`src/rtl/pwm_servo_capture.sv`:
```
// pwm_servo_capture: measures the high width and rise-to-rise period of a servo
// PWM input in prescaled ticks, qualifies each frame and reports the position.
module pwm_servo_capture #(
  parameter int unsigned TICK_MAX   = 269,
  parameter int unsigned WIDTH_MIN  = 50,
  parameter int unsigned WIDTH_MAX  = 250,
  parameter int unsigned PERIOD_MIN = 1800,
  parameter int unsigned PERIOD_MAX = 2200,
  parameter int unsigned TIMEOUT    = 3000
) (
  input  logic        clk,
  input  logic        rst,
  input  logic        pulse_in,
  output logic [15:0] width,
  output logic [15:0] period,
  output logic        valid,
  output logic        lock,
  output logic        err,
  output logic [7:0]  led
);

  localparam int TW = (TICK_MAX < 1) ? 1 : $clog2(TICK_MAX + 1);

  localparam logic [TW-1:0] TICK_LAST    = TW'(TICK_MAX);
  localparam logic [15:0]   WIDTH_MIN_16  = 16'(WIDTH_MIN);
  localparam logic [15:0]   WIDTH_MAX_16  = 16'(WIDTH_MAX);
  localparam logic [15:0]   PERIOD_MIN_16 = 16'(PERIOD_MIN);
  localparam logic [15:0]   PERIOD_MAX_16 = 16'(PERIOD_MAX);
  localparam logic [15:0]   TIMEOUT_16    = 16'(TIMEOUT);

  localparam logic [1:0] ST_SYNC      = 2'd0;
  localparam logic [1:0] ST_WAIT_RISE = 2'd1;
  localparam logic [1:0] ST_HIGH      = 2'd2;
  localparam logic [1:0] ST_LOW       = 2'd3;

  logic          sync1_q, sync1_d;
  logic          sync2_q, sync2_d;
  logic          sync3_q, sync3_d;
  logic          rise_q, rise_d;
  logic          fall_q, fall_d;
  logic [1:0]    prime_q, prime_d;
  logic [TW-1:0] tick_cnt_q, tick_cnt_d;
  logic [15:0]   w_cnt_q, w_cnt_d;
  logic [15:0]   p_cnt_q, p_cnt_d;
  logic [15:0]   w_cap_q, w_cap_d;
  logic [1:0]    state_q, state_d;
  logic [15:0]   width_q, width_d;
  logic [15:0]   period_q, period_d;
  logic          valid_q, valid_d;
  logic          lock_q, lock_d;
  logic          err_q, err_d;

  logic          tick;
  logic [15:0]   w_inc;
  logic [15:0]   p_inc;
  logic          frame_ok;

  // prime_q keeps SYNC from trusting the synchronizer until it holds real input samples
  always_comb begin
    sync1_d = pulse_in;
    sync2_d = sync1_q;
    sync3_d = sync2_q;
    rise_d  = sync2_q & ~sync3_q;
    fall_d  = ~sync2_q & sync3_q;
    prime_d = (prime_q == 2'd3) ? prime_q : prime_q + 2'd1;
  end

  assign tick = (tick_cnt_q == TICK_LAST);

  always_comb begin
    if (rise_q || tick) begin
      tick_cnt_d = '0;
    end else begin
      tick_cnt_d = tick_cnt_q + 1'b1;
    end
  end

  // The tick landing in the edge cycle is included, giving floor(cycles / tick period)
  assign w_inc = (tick && (w_cnt_q != 16'hFFFF)) ? w_cnt_q + 16'd1 : w_cnt_q;
  assign p_inc = (tick && (p_cnt_q != 16'hFFFF)) ? p_cnt_q + 16'd1 : p_cnt_q;

  assign frame_ok = (w_cap_q >= WIDTH_MIN_16) && (w_cap_q <= WIDTH_MAX_16) &&
                    (p_inc >= PERIOD_MIN_16) && (p_inc <= PERIOD_MAX_16);

  always_comb begin
    state_d  = state_q;
    w_cnt_d  = w_cnt_q;
    p_cnt_d  = p_cnt_q;
    w_cap_d  = w_cap_q;
    width_d  = width_q;
    period_d = period_q;
    lock_d   = lock_q;
    valid_d  = 1'b0;
    err_d    = 1'b0;

    case (state_q)
      ST_SYNC: begin
        if ((prime_q == 2'd3) && !sync2_q) begin
          state_d = ST_WAIT_RISE;
        end
      end

      ST_WAIT_RISE: begin
        if (rise_q) begin
          w_cnt_d = '0;
          p_cnt_d = '0;
          state_d = ST_HIGH;
        end
      end

      ST_HIGH: begin
        w_cnt_d = w_inc;
        p_cnt_d = p_inc;
        if (fall_q) begin
          w_cap_d = w_inc;
          state_d = ST_LOW;
        end
        if (p_inc >= TIMEOUT_16) begin
          err_d   = 1'b1;
          lock_d  = 1'b0;
          state_d = ST_SYNC;
        end
      end

      ST_LOW: begin
        p_cnt_d = p_inc;
        if (rise_q) begin
          if (frame_ok) begin
            width_d  = w_cap_q;
            period_d = p_inc;
            valid_d  = 1'b1;
            lock_d   = 1'b1;
          end else begin
            err_d  = 1'b1;
            lock_d = 1'b0;
          end
          w_cnt_d = '0;
          p_cnt_d = '0;
          state_d = ST_HIGH;
        end else if (p_inc >= TIMEOUT_16) begin
          err_d   = 1'b1;
          lock_d  = 1'b0;
          state_d = ST_SYNC;
        end
      end

      default: begin
        state_d = ST_SYNC;
      end
    endcase
  end

  always_ff @(posedge clk) begin
    if (rst) begin
      sync1_q    <= 1'b0;
      sync2_q    <= 1'b0;
      sync3_q    <= 1'b0;
      rise_q     <= 1'b0;
      fall_q     <= 1'b0;
      prime_q    <= 2'd0;
      tick_cnt_q <= '0;
      w_cnt_q    <= '0;
      p_cnt_q    <= '0;
      w_cap_q    <= '0;
      state_q    <= ST_SYNC;
      width_q    <= '0;
      period_q   <= '0;
      valid_q    <= 1'b0;
      lock_q     <= 1'b0;
      err_q      <= 1'b0;
    end else begin
      sync1_q    <= sync1_d;
      sync2_q    <= sync2_d;
      sync3_q    <= sync3_d;
      rise_q     <= rise_d;
      fall_q     <= fall_d;
      prime_q    <= prime_d;
      tick_cnt_q <= tick_cnt_d;
      w_cnt_q    <= w_cnt_d;
      p_cnt_q    <= p_cnt_d;
      w_cap_q    <= w_cap_d;
      state_q    <= state_d;
      width_q    <= width_d;
      period_q   <= period_d;
      valid_q    <= valid_d;
      lock_q     <= lock_d;
      err_q      <= err_d;
    end
  end

  assign width  = width_q;
  assign period = period_q;
  assign valid  = valid_q;
  assign lock   = lock_q;
  assign err    = err_q;
  assign led    = width_q[7:0];

endmodule

```
`config.mk`:
```
export PLATFORM = sky130hd
export DESIGN_NAME = pwm_servo_capture
export DESIGN_NICKNAME = d
export VERILOG_FILES = /design/src/rtl/pwm_servo_capture.sv
export SDC_FILE = /design/constraint.sdc
export NUM_CORES = 1
export LEC_CHECK = 0
export ABC_AREA = 1
export BUFFER_PORTS_ARGS = -buffer_cell sky130_fd_sc_hd__buf_2
export CAP_MARGIN = 5
export CORE_MARGIN = 8
export CORE_UTILIZATION = 50
export DETAILED_ROUTE_END_ITERATION = 12
export HOLD_SLACK_MARGIN = 0.05
export PLACE_DENSITY = 0.7
export SLEW_MARGIN = 20
export SYNTH_ARGS = -nofsm -noshare
export SYNTH_HDL_FRONTEND = slang
export SYNTH_SLANG_ARGS = --single-unit
```
`constraint.sdc`:
```
create_clock -name clk -period 3.2 [get_ports clk]
set_input_delay 0.64 -clock clk [delete_from_list [all_inputs] [get_ports clk]]
set_output_delay 0.64 -clock clk [all_outputs]
set_load 0.1 [all_outputs]
```
Yosys cells after proc, flatten, opt, wreduce, memory -nomap -nowiden
Index checks and enable logic that the tools add are counted.
{"block": "word_totals", "reg_bits": 101, "in_bits": 3, "output_inout_bits": 43, "wordCells": 84}
{"block": "classes", "addsub": 4, "order_cmp": 5, "n_eq_ne": 12, "muxes": 21, "bitwise_logic": 6, "n_reduce_logical": 20}
{"cell": "2-to-1 mux 16 bit", "n": 4}
{"cell": "one-hot mux 16 bit (3 select lines)", "n": 1}
{"cell": "adder 16 x 1 -> 16 bit, second input constant", "n": 2}
{"cell": "!= test 16 bit, second input constant", "n": 2}
{"cell": "one-hot mux 16 bit (2 select lines)", "n": 1}
{"cell": ">= comparator 16 x 11 -> 1 bit, second input constant", "n": 1}
{"cell": ">= comparator 16 x 12 -> 1 bit, second input constant", "n": 1}
{"cell": ">= comparator 16 x 6 -> 1 bit, second input constant", "n": 1}
{"cell": "less-or-equal comparator 16 x 12 -> 1 bit, second input constant", "n": 1}
{"cell": "less-or-equal comparator 16 x 8 -> 1 bit, second input constant", "n": 1}
{"cell": "2-to-1 mux 2 bit", "n": 6}
{"cell": "adder 9 x 1 -> 9 bit, second input constant", "n": 1}
{"cell": "== test 9 bit, second input constant", "n": 1}
{"cell": "one-hot mux 2 bit (4 select lines)", "n": 1}
{"cell": "== test 2 bit, second input constant", "n": 3}
{"cell": "logical AND 1 bit", "n": 6}
{"cell": "2-to-1 mux 1 bit", "n": 6}
{"cell": "!= test 3 bit, second input constant", "n": 2}
{"cell": "AND reduction 2 bit", "n": 3}
{"cell": "!= test 2 bit, second input constant", "n": 2}
{"cell": "NOT 1 bit", "n": 4}
{"cell": "one-hot mux 1 bit (2 select lines)", "n": 2}
{"cell": "AND reduction 4 bit", "n": 1}
{"cell": "nonzero test 2 bit", "n": 2}
{"cell": "11 further kinds", "n": 13}

Logic depth before layout (Yosys ltp)
Gate-level depths: netlist of the first run.
{"block": "logic_depth", "ltp_word": 9, "mapped_depth": 21, "ltp_nobuf": 20}

Worst setup path after synthesis of the first run
OpenSTA, ideal clock, no wires.
{"block": "synth_timing", "path_type": "register -> register", "start": "reg p_cnt_q[0]", "end": "reg width_q[2] (netlist: width[2])", "setup_ps": 113, "arrival_ps": 2197, "required_ps": 3087, "slack_ps": 891, "path_stages_with_launch": 16, "n_path_buf": 1, "period_less_slack_ps": 2309, "cell_sequence": "dfxtp_1 -> ha_1 -> nand2_1 -> nor2_4 -> nand2_2 -> o21ai_4 -> nand2_1 -> nand2_1 -> inv_2 -> nor3_2 -> nand2_1 -> a21oi_2 -> nand3_2 -> buf_2 -> nor2_1 -> nor2_1"}
{"block": "synth_between", "elab_chain_cells": 7, "word_cells_on_any_way": 9, "classes_between": "add/sub (1); order compare (2); eq/ne (1); mux (1); reduce/logical (4)"}
{"item": "start: declaration", "line_no": "44", "rtl": "logic [15:0] p_cnt_q, p_cnt_d;"}
{"item": "start signal: assignment", "line_no": "180", "rtl": "p_cnt_q <= p_cnt_d;"}
{"item": "branches (longest 2 deep; another with adder 16 x 1 -> 16 bit)"}
{"item": "2-to-1 mux 16 bit *", "line_no": "80", "rtl": "assign p_inc = (tick && (p_cnt_q != 16'hFFFF)) ? p_cnt_q + 16'd1 : p_cnt_q;"}
{"item": ">= comparator 16 x 11 -> 1 bit", "line_no": "83", "rtl": "(p_inc >= PERIOD_MIN_16) && (p_inc <= PERIOD_MAX_16);"}
{"item": "logical AND 1 bit", "line_no": "82", "rtl": "assign frame_ok = (w_cap_q >= WIDTH_MIN_16) && (w_cap_q <= WIDTH_MAX_16) &&"}
{"item": "logical AND 1 bit *", "line_no": "83"}
{"item": "AND reduction 3 bit (no source line) *"}
{"item": "end signal: assignment", "line_no": "183", "rtl": "width_q <= width_d;"}
{"item": "end: declaration", "line_no": "47", "rtl": "logic [15:0] width_q, width_d;"}
Mark *: on every way between the ends.
A chain may end at the register's enable or synchronous reset.

Worst setup path after layout of the first run
{"block": "layout_timing", "start": "reg p_cnt_q[0]", "end": "reg period_q[9] (netlist: period[9])"}
{"block": "layout_between", "elab_chain_cells": 7, "word_cells_on_any_way": 9, "classes_between": "add/sub (1); order compare (2); eq/ne (1); mux (1); reduce/logical (4)"}
{"item": "branches (longest 2 deep; another with adder 16 x 1 -> 16 bit)"}
{"item": "2-to-1 mux 16 bit *", "line_no": "80"}
{"item": ">= comparator 16 x 11 -> 1 bit", "line_no": "83"}
{"item": "logical AND 1 bit", "line_no": "82"}
{"item": "logical AND 1 bit", "line_no": "83"}
{"item": "AND reduction 3 bit (no source line)"}
{"item": "end signal: assignment", "line_no": "184", "rtl": "period_q <= period_d;"}
{"item": "end: declaration", "line_no": "48", "rtl": "logic [15:0] period_q, period_d;"}
Marked as above.

==> metrics.txt, run 1 <==
Sw Share a little over a quarter; DIE AREA 13,800 um2; status finished, final reports clean; TritonCTS clock tree yes; Cell Area, Placed ~5500 um2; crit start category flop; MaxCap Viol Count 0; Pwr Density 389.4 nW/um2; clock sink count 101; syn_area_per_cell 6.501 um2; fin. max-slew vios 0; Vias between 4,000 and 5,000; FF-to-FF setup slack 0.40 ns; Worst Hold Class flop to flop; gr usage total between 10% and 20%; maximum VDD drop 172.6 uV; first-pass GRT wire length 20,530 um; Final Skew 0.01311 ns; CTS buffer count 9; yosys warns 0; Setup-failing EPs final 0; # fillers 1,003; crit-path most repeated cell nand2_1; area of the multi-input gates 2552 um2; first-pass iteration count of the detailed router 7; RSZ-0062 raised after global routing no; area grow syn2layout 10.55%; Post-Route WL 11,740 um; count of cell types in the netlist 37; leakage 0.002755 uW; ANT cells 0; total gr overflow 0; minimum clock period after layout about 2.8 ns; CP cell instances ha_1 > nand2_1 > nor2_4 > nand2_2 > nor2_2 > nor2_4 > o21ai_1 > inv_1 > nand2_1 > nand2_1 > nand2_1 > nand3_2 > buf_12 > nor2_1 > nor2_1; ys flop type dfxtp_1; Post-synth EDFFs 0; Register Area 2022 um2; GR Layer Usage met2 27.90%; Switching Power 603.3 uW; sequential power share 58.2%; maximum fanout along the worst path 51; root buffer cell clkbuf_8; CTS max path bufs 2; top post-synthesis cells by area dfxtp_1, nand2_1, nor2_1; Slowest-stage cell, CP dfxtp_1; Mapped Cells between 700 and 800; final hold vios 0; Seq cells post-synth 101; Vias/cell 4.957; slew margin rel. 53.53%; antenna violations before repair 0; Reg clk slew, reported paths ~0.10 ns; Crit path largest cell delay 0.43 ns; GR Util met3 4.221%; Post-Syn Nets 800; Final Cell Area 5692 um2; HPWL after DPL 8436 um; H-tree Lvls 3; drt wl/cell 12.10 um; Setup CP Type flop to flop; Gate power share 5.7%; largest net degree at the start of global routing 52; Synth area leader dfxtp_1; GR peak layer met2; die height 117.5 um; crit end category flop; max frequency 357.5 MHz; # IOs 46; layout cells sized above 1 between 10% and 20%; via count of the first global-routing pass 4,481; Final Core Density 56.14%; Final period util 87.41%; port bufs 45; Core Box Area 10,140 um2; sequential share of the synthesized area between 30% and 40%; die width 117.5 um; Worst EP arrival ~3.1 ns; routability cong. 0.9165; Starting DRT DRC Count 414; Worst-Margin Slew 0.6963 ns; Nets 837; ys async rst share 0%; Antenna Nets Post-Route 0; Initial Util 50.78%; Synth top area share 39.27%; Clock Power Share 36.2%; met1 Usage GRT between 20 and 25%; Sum Neg Setup Slack 0 ns; floorplan row count 37; Synth Cell Area 5149 um2; Worst-Skew Late Latency slightly below 0.4 ns; internal power between 1500 and 2000 uW; Worst EP required about 3.5 ns; Residual DRC 0
layer usage:
layer	vias up	routed length, um
met4	0	195
met5	-	0
met3	18	683
met2	108	5204
li1	2529	-
met1	2153	5653
cell usage after synthesis, drive strengths merged, types with 3 or more instances:
cell type	instances
nand2	241
nor2	115
inv	103
dfxtp	101
a21oi	54
nand3	45
o21ai	36
clkbuf	17
xor2	17
buf	16
nor3	14
nand4	8
ha	5
nor4	3
o21bai	3
xnor2	3
what timing repair did:
action / in CTS / in global routing
gates resized for setup: 0 / 1
setup buffers: 0 / 3
hold buffers: 0 / 0
setup endpoints to repair: 0 / 15
area by class of cell:
cell class | instances | area share [%]
Multi-Input combinational cell | 554 | 44.85
Tap cell | 136 | 2.990
Sequential cell | 101 | 35.52
Timing Repair Buffer | 59 | 6.243
Inverter | 104 | 6.859
Clock inverter | 7 | 1.363
Clock buffer | 9 | 2.176
cells by family (layout without fill, tap and decap cells):
| group | after synthesis | in the layout | synth area share, % |
|---|---|---|---|
| AO/OA/AOI/OAI | 99 | 99 | 10.55 |
| XOR/XNOR | 20 | 20 | 3.402 |
| buffers and inverters | 137 | 179 | 11.25 |
| flip-flops | 101 | 101 | 39.27 |
| adder cells (fa/ha/maj) | 5 | 5 | 1.215 |
| AND/OR/NAND/NOR | 430 | 430 | 34.31 |
flip-flops by register name, summed over array words and instances (netlist names), 2 cells and up:
name	count
p_cnt_q	16
period	16
w_cap_q	16
w_cnt_q	16
width	16
tick_cnt_q	9
prime_q	2
state_q	2
cells in the final DEF (no fill, tap or decap), types with 3 or more instances in the layout:
cell        n
a21oi_1    53
buf_2      45
buf_4      12
clkbuf_8    9
dfxtp_1   101
ha_1        5
inv_1     101
nand2_1   239
nand3_1    44
nand4_1     8
nor2_1    109
nor2_2      3
nor2_4      3
nor3_1     13
nor4_1      3
o21ai_0    31
o21bai_1    3
xnor2_1     3
xor2_1     17
power by group through the flow:
stage	Clock (uW)	Sequential, uW	Combinational, uW
floorplan	0	1320	79.5
global placement	0	1320	123
detailed placement	0	1320	127
CTS	827	1290	127
global route	876	1290	144
finish	802	1290	126
per-stage QoR:
step | power, uW | worst slack [ns] | std cells | hold slack, ns
floorplan | 1403 | 0.8907 | 792 | 0.3883
global placement | 1439 | 0.4422 | 951 | 0.3919
detailed placement | 1445 | 0.3284 | 951 | 0.4005
CTS | 2242 | 0.3070 | 967 | 0.4150
global route | 2312 | 0.06832 | 970 | 0.4319
finish | 2217 | 0.4030 | 970 | 0.4112
critical path: cells and delay by family, from the launching register on:
family	cells	cell delay, ns
and+or+nand+nor	11	1.25
DFF	1	0.43
AOI/OAI and AO/OA	1	0.37
buffers and inverters	2	0.37
adders and majority gates	1	0.26
path summary, 6_finish.rpt:
path / start / endpoint / cells after the start
worst max register to register: p_cnt_q[0] / period[9] / 15
worst min register to register: sync1_q / sync2_q / 2
worst max-delay path: p_cnt_q[0] / period[9] / 15
worst min-delay path: sync1_q / sync2_q / 2
No activity file was read; power rests on OpenSTA's default activity.
==> inputs of run 2 (changes only) <==
--- a/config.mk
+++ b/config.mk
@@ -12,2 +12,3 @@
 export CORE_UTILIZATION = 50
+export CTS_CLUSTER_DIAMETER = 60
 export DETAILED_ROUTE_END_ITERATION = 12
==> constraint.sdc (replaced) <==
create_clock -name clk -period 3.2 [get_ports clk]
set_input_delay 0.16 -clock clk [delete_from_list [all_inputs] [get_ports clk]]
set_output_delay 0.16 -clock clk [all_outputs]
set_load 0.1 [all_outputs]
==> run 2 against run 1 <==
Maximum frequency barely moved; critical path type unchanged; sequential share of layout area about the same; clock skew up 0.0067 ns; sequential power about the same; largest cell class unchanged; combinational power hardly changed; via count fell by 0.21%.
==> metrics.txt, run 2 (synthesis gave the netlist of run 1 again) <==
drt wl/cell 12.05 um; most frequent cells in the layout nand2_1, nor2_1, inv_1, dfxtp_1, a21oi_1; Antenna Nets Post-Route 0; H-tree Lvls 3; HPWL after DPL 8453 um; crit start category flop; Residual DRC 0; slew margin rel. 53.95%; Core Box Area 10,140 um2; # IOs 46; antenna violations before repair 0; GR Util met3 under 10%; RSZ-0062 raised after global routing no; minimum clock period after layout 2.796 ns; first-pass iteration count of the detailed router 5; Nets 839; area grow syn2layout 10.40%; via count of the first global-routing pass 4,565; Worst-Margin Slew 0.6900 ns; CTS max path bufs 2; Final Skew just under 0.02 ns; Worst-Skew Late Latency between 0.3 and 0.4 ns; Setup CP Type flop to flop; largest net degree at the start of global routing 52; maximum fanout along the worst path 51; Setup-failing EPs final 0; Reg clk slew, reported paths 0.12 ns; maximum VDD drop 255.0 uV; GR Layer Usage met2 between 20% and 30%; first-pass GRT wire length 20,690 um; die height 117.5 um; Vias/cell 4.936; commonest non-fill, non-tap cell in the layout nand2_1; MaxCap Viol Count 0; # fillers roughly 1,000; Sum Neg Setup Slack 0 ns; CTS buffer count 9; Cell Area, Placed 5450 um2; die width 117.5 um; met1 Usage GRT 22.53%; Final Cell Area 5684 um2; Post-Route WL 11,720 um; Starting DRT DRC Count 358; DIE AREA 13,800 um2; Worst Hold Class input pin to flop; Min Hold Slack 0.2005 ns; total gr overflow 0; status finished, final reports clean; Worst EP arrival 3.05 ns; clock sink count 101; routability cong. 0.9156; ANT cells 0; Initial Util 50.78%; gr usage total 17.43%; TritonCTS clock tree yes; layout cells sized above 1 11.24%; Vias roughly 4,800; leakage 0.002750 uW; Pwr Density 385.4 nW/um2; floorplan row count 37; root buffer cell clkbuf_8; Final period util 87.37%; Worst EP required between 3 and 4 ns; max frequency 357.7 MHz; final hold vios 0; fin. max-slew vios 0; crit end category flop; GR peak layer met2; port bufs 45
## run 2: cell count changes in the layout (fill, tap and decap cells not counted)
cell           before  now
buf_4              12   14
clkinv_4            2    0
buf_12              2    1
clkinv_2            0    1
clkinv_8            2    1
clkinvlp_4          1    2
dlygate4sd3_1       0    1
inv_6               1    2
## run 2: worst paths after layout
path / slack (ns) / startpoint / end / depth (start not counted)
max: 0.40 / p_cnt_q[0] / width[0] / 20
min: 0.20 / rst / valid / 2
max reg2reg: 0.40 / p_cnt_q[0] / width[0] / 20
min reg2reg: 0.42 / sync1_q / sync2_q / 2
## run 2: where the power goes
part           switching [uW]  internal (uW)
Combinational            91.5           35.6
Clock                     475            299
Sequential               17.0           1270
Total                     583           1610
## run 2: layer usage
layer / part of all wire, % / routed length [um]
met3: 5.4 / 631
met1: 48 / 5637
met4: 1.5 / 180
met5: 0 / 0
met2: 45 / 5267
## run 2: what timing repair did
item,4_1_cts,5_1_grt
setup buffers,0,4
setup endpoints to repair,0,16
endpoints found under the hold margin,1,0
resized for setup,0,1
hold buffers,1,0
## run 2: area by class of cell
class                           count  area [um2]  share of cell area (%)
Tap cell                          136       170.2                   2.994
Inverter                          104       390.4                   6.868
Multi-Input combinational cell    554        2552                   44.90
Clock buffer                        9       123.9                   2.179
Timing Repair Buffer               61       360.3                   6.339
Clock inverter                      7       65.06                   1.145
Sequential cell                   101        2022                   35.57
## run 2: metrics by stage
step | worst slack [ns] | total power [uW] | instances | util [%]
after floorplan | 0.8907 | 1403 | 792 | -
after global placement | 0.4449 | 1439 | 951 | 53.76
after detailed placement | 0.3601 | 1444 | 951 | 53.76
after CTS | 0.3296 | 2220 | 968 | 55.72
after global routing | 0.1395 | 2297 | 972 | 56.07
final | 0.4040 | 2191 | 972 | 56.07
## run 2: critical path, cell delays in order, from the launching register on
cell,delay [ns]
dfxtp_1,0.41
ha_1,0.24
nand2_1,0.12
nor2_4,0.18
nand2_2,0.12
o21ai_4,0.29
buf_4,0.21
nand2_1,0.06
nand2_1,0.14
inv_1,0.08
nand3_1,0.07
nand2_1,0.05
nand2_1,0.06
nand2_1,0.04
nand2_1,0.05
nand2_1,0.07
nand3_2,0.09
buf_12,0.22
nand2_1,0.08
nand2_1,0.07
nor2_1,0.04
==> inputs of run 3 (changes only) <==
Settings changed: CAP_MARGIN 5 to 20, CORE_ASPECT_RATIO set to 2.
==> run 3 against run 2 <==
Sequential cell count unchanged; worst hold slack better by 0.047 ns; largest power group unchanged; power up 20%; via count up 2.8%; die area up 1.4%; wire length up 11%; clock skew down 0.011 ns; count of clock-buffer cells in the layout up 1; non-clock buffer count up 1; critical endpoint is now period[9].
==> metrics.txt, run 3 (synthesis gave the netlist of run 1 again) <==
Core Box Area ~10,000 um2; Worst Hold Class input pin to flop; crit-path most repeated cell nand2_1; # IOs between 40 and 50; Final Skew 0.009261 ns; TritonCTS clock tree yes; Reg clk slew, reported paths 0.07 ns; Residual DRC 0; Vias 4,931; Place WS 0.1250 ns; Final Cell Area 5863 um2; HPWL after DPL 9660 um; status finished, final reports clean; crit end category flop; leakage 0.002834 uW; Crit Reg-Reg Startpoint p_cnt_q[0]; GR Layer Usage met2 36.41%; via count of the first global-routing pass about 4,900; final std cells w/o fill 973; die width 87.76 um; commonest non-fill, non-tap cell in the layout nand2_1; Hold Path Sink valid; Pwr Density 448.0 nW/um2; Final Worst Setup Slack 0.3405 ns; # fillers 991; Min Hold Slack about 0.25 ns; Starting DRT DRC Count between 200 and 250; Vias/cell slightly above 5; Cell Area, Placed 5449 um2; fin. max-slew vios 0; GR Util met3 3.309%; final hold vios 0; Worst-Margin Slew 0.6780 ns; port bufs 45; minimum clock period after layout ~2.9 ns; die height ~160 um; DIE AREA ~14,000 um2; gr usage total 18.94%; ANT cells 0; routability cong. 0.9257; first-pass GRT wire length 21,430 um; crit start category flop; sequential power share 49.0%; FF-to-FF path depth 19; floorplan row count 52; Setup-failing EPs final 0; placed insts 950; FF-to-FF End period[9]; largest net degree at the start of global routing 55; Worst-Skew Late Latency 0.35 ns; Sum Neg Setup Slack 0 ns; Nets 841; Crit path largest cell delay 0.35 ns; H-tree Lvls 3; CTS buffer count 9; first-pass iteration count of the detailed router 4; Hold Path Origin rst; antenna violations before repair 0; MaxCap Viol Count 0; clock sink count approximately 100; maximum fanout along the worst path 26; GR peak layer met2; Initial Util 51.05%; Antenna Nets Post-Route 0; met1 Usage GRT 17.58%; CP cell instances ha_1 > nand2_1 > nor2_4 > nand2_2 > nor2_2 > nor2_4 > nand2_1 > nand2_1 > inv_1 > nor2_1 > nand2_1 > nand2_1 > nand2_1 > nand2_1 > nand3_4 > buf_12 > nand2_1 > nand2_1 > nor2_1; area grow syn2layout 13.88%; Clock Power Share 46.3%; Slowest-stage cell, CP dfxtp_1; Worst EP arrival 3.15 ns; Gate power share 4.7%; maximum VDD drop about 400 uV; drt wl/cell 13.37 um; most frequent cells in the layout nand2_1, nor2_1, inv_1, dfxtp_1, a21oi_1; Setup CP Type flop to flop; CTS max path bufs 2; FF-to-FF setup slack 0.34 ns; Final period util ~89%; Switching Power ~600 uW; hold path cells 2; root buffer cell clkbuf_16; max frequency about 350 MHz; internal power 2027 uW; Post-Route WL 13,010 um; Worst EP required 3.49 ns; slew margin rel. 54.75%; total gr overflow 0; Sw Share 22.83%; layout cells sized above 1 11.69%
-- run 3: changes by cell type in the layout (fill, tap and decap cells not counted), moves of 2 or more --
cell        previous run  this run
bufinv_16              0         2
clkbuf_16              0         9
clkbuf_8               9         1
clkinvlp_4             2         0
o21ai_2                2         4
-- run 3: what timing repair did --
action	in CTS	in global routing
gates resized for setup	0	3
setup endpoints to repair	0	33
hold endpoints to repair	1	0
setup buffers	0	5
hold buffers	1	0
-- run 3: layer usage --
metal,vias to the layer above,part of all wire [%]
met3,35,3.2
met2,88,57
met1,2266,37
met4,0,3.3
li1,2542,-
met5,-,0
-- run 3: worst max path at each step --
stage,slack (ns),to,start,cells after the start
2_1_floorplan,0.89,width[2],p_cnt_q[0],15
3_3_place_gp,0.21,width[4],p_cnt_q[1],16
3_5_place_dp,0.12,width[4],p_cnt_q[0],18
4_1_cts,0.10,width[4],p_cnt_q[0],18
5_1_grt,-0.05,period[7],tick_cnt_q[0],18
6_report,0.34,period[9],p_cnt_q[0],19
-- run 3: final cells by class --
| type | count | area [um2] | area share, % |
|---|---|---|---|
| Multi-Input combinational cell | 555 | 2575 | 43.92 |
| Sequential cell | 101 | 2022 | 34.49 |
| Inverter | 104 | 390.4 | 6.658 |
| Timing Repair Buffer | 62 | 367.9 | 6.274 |
| Clock buffer | 10 | 239.0 | 4.076 |
| Tap cell | 135 | 168.9 | 2.881 |
| Clock inverter | 6 | 100.1 | 1.707 |
-- run 3: power groups by stage --
stage / combinational, uW / sequential, uW / clock (uW)
3_5_place_dp: 124 / 1320 / 0
3_3_place_gp: 120 / 1320 / 0
5_1_grt: 142 / 1290 / 1290
2_1_floorplan: 79.5 / 1320 / 0
6_report: 123 / 1290 / 1220
4_1_cts: 126 / 1290 / 1250
-- run 3: worst max-delay path, delay by kind of cell, from the launching register on --
family / cells / cell delay [ns]
buf+inv: 2 / 0.30
flops: 1 / 0.35
fa+ha+maj: 1 / 0.25
simple gates: 16 / 1.90
-- run 3: per-stage QoR --
step	power (uW)	utilization [%]
global placement	1436	54.03
detailed placement	1441	54.03
finish	2627	58.14
floorplan	1403	-
CTS	2659	57.49
global route	2720	58.14
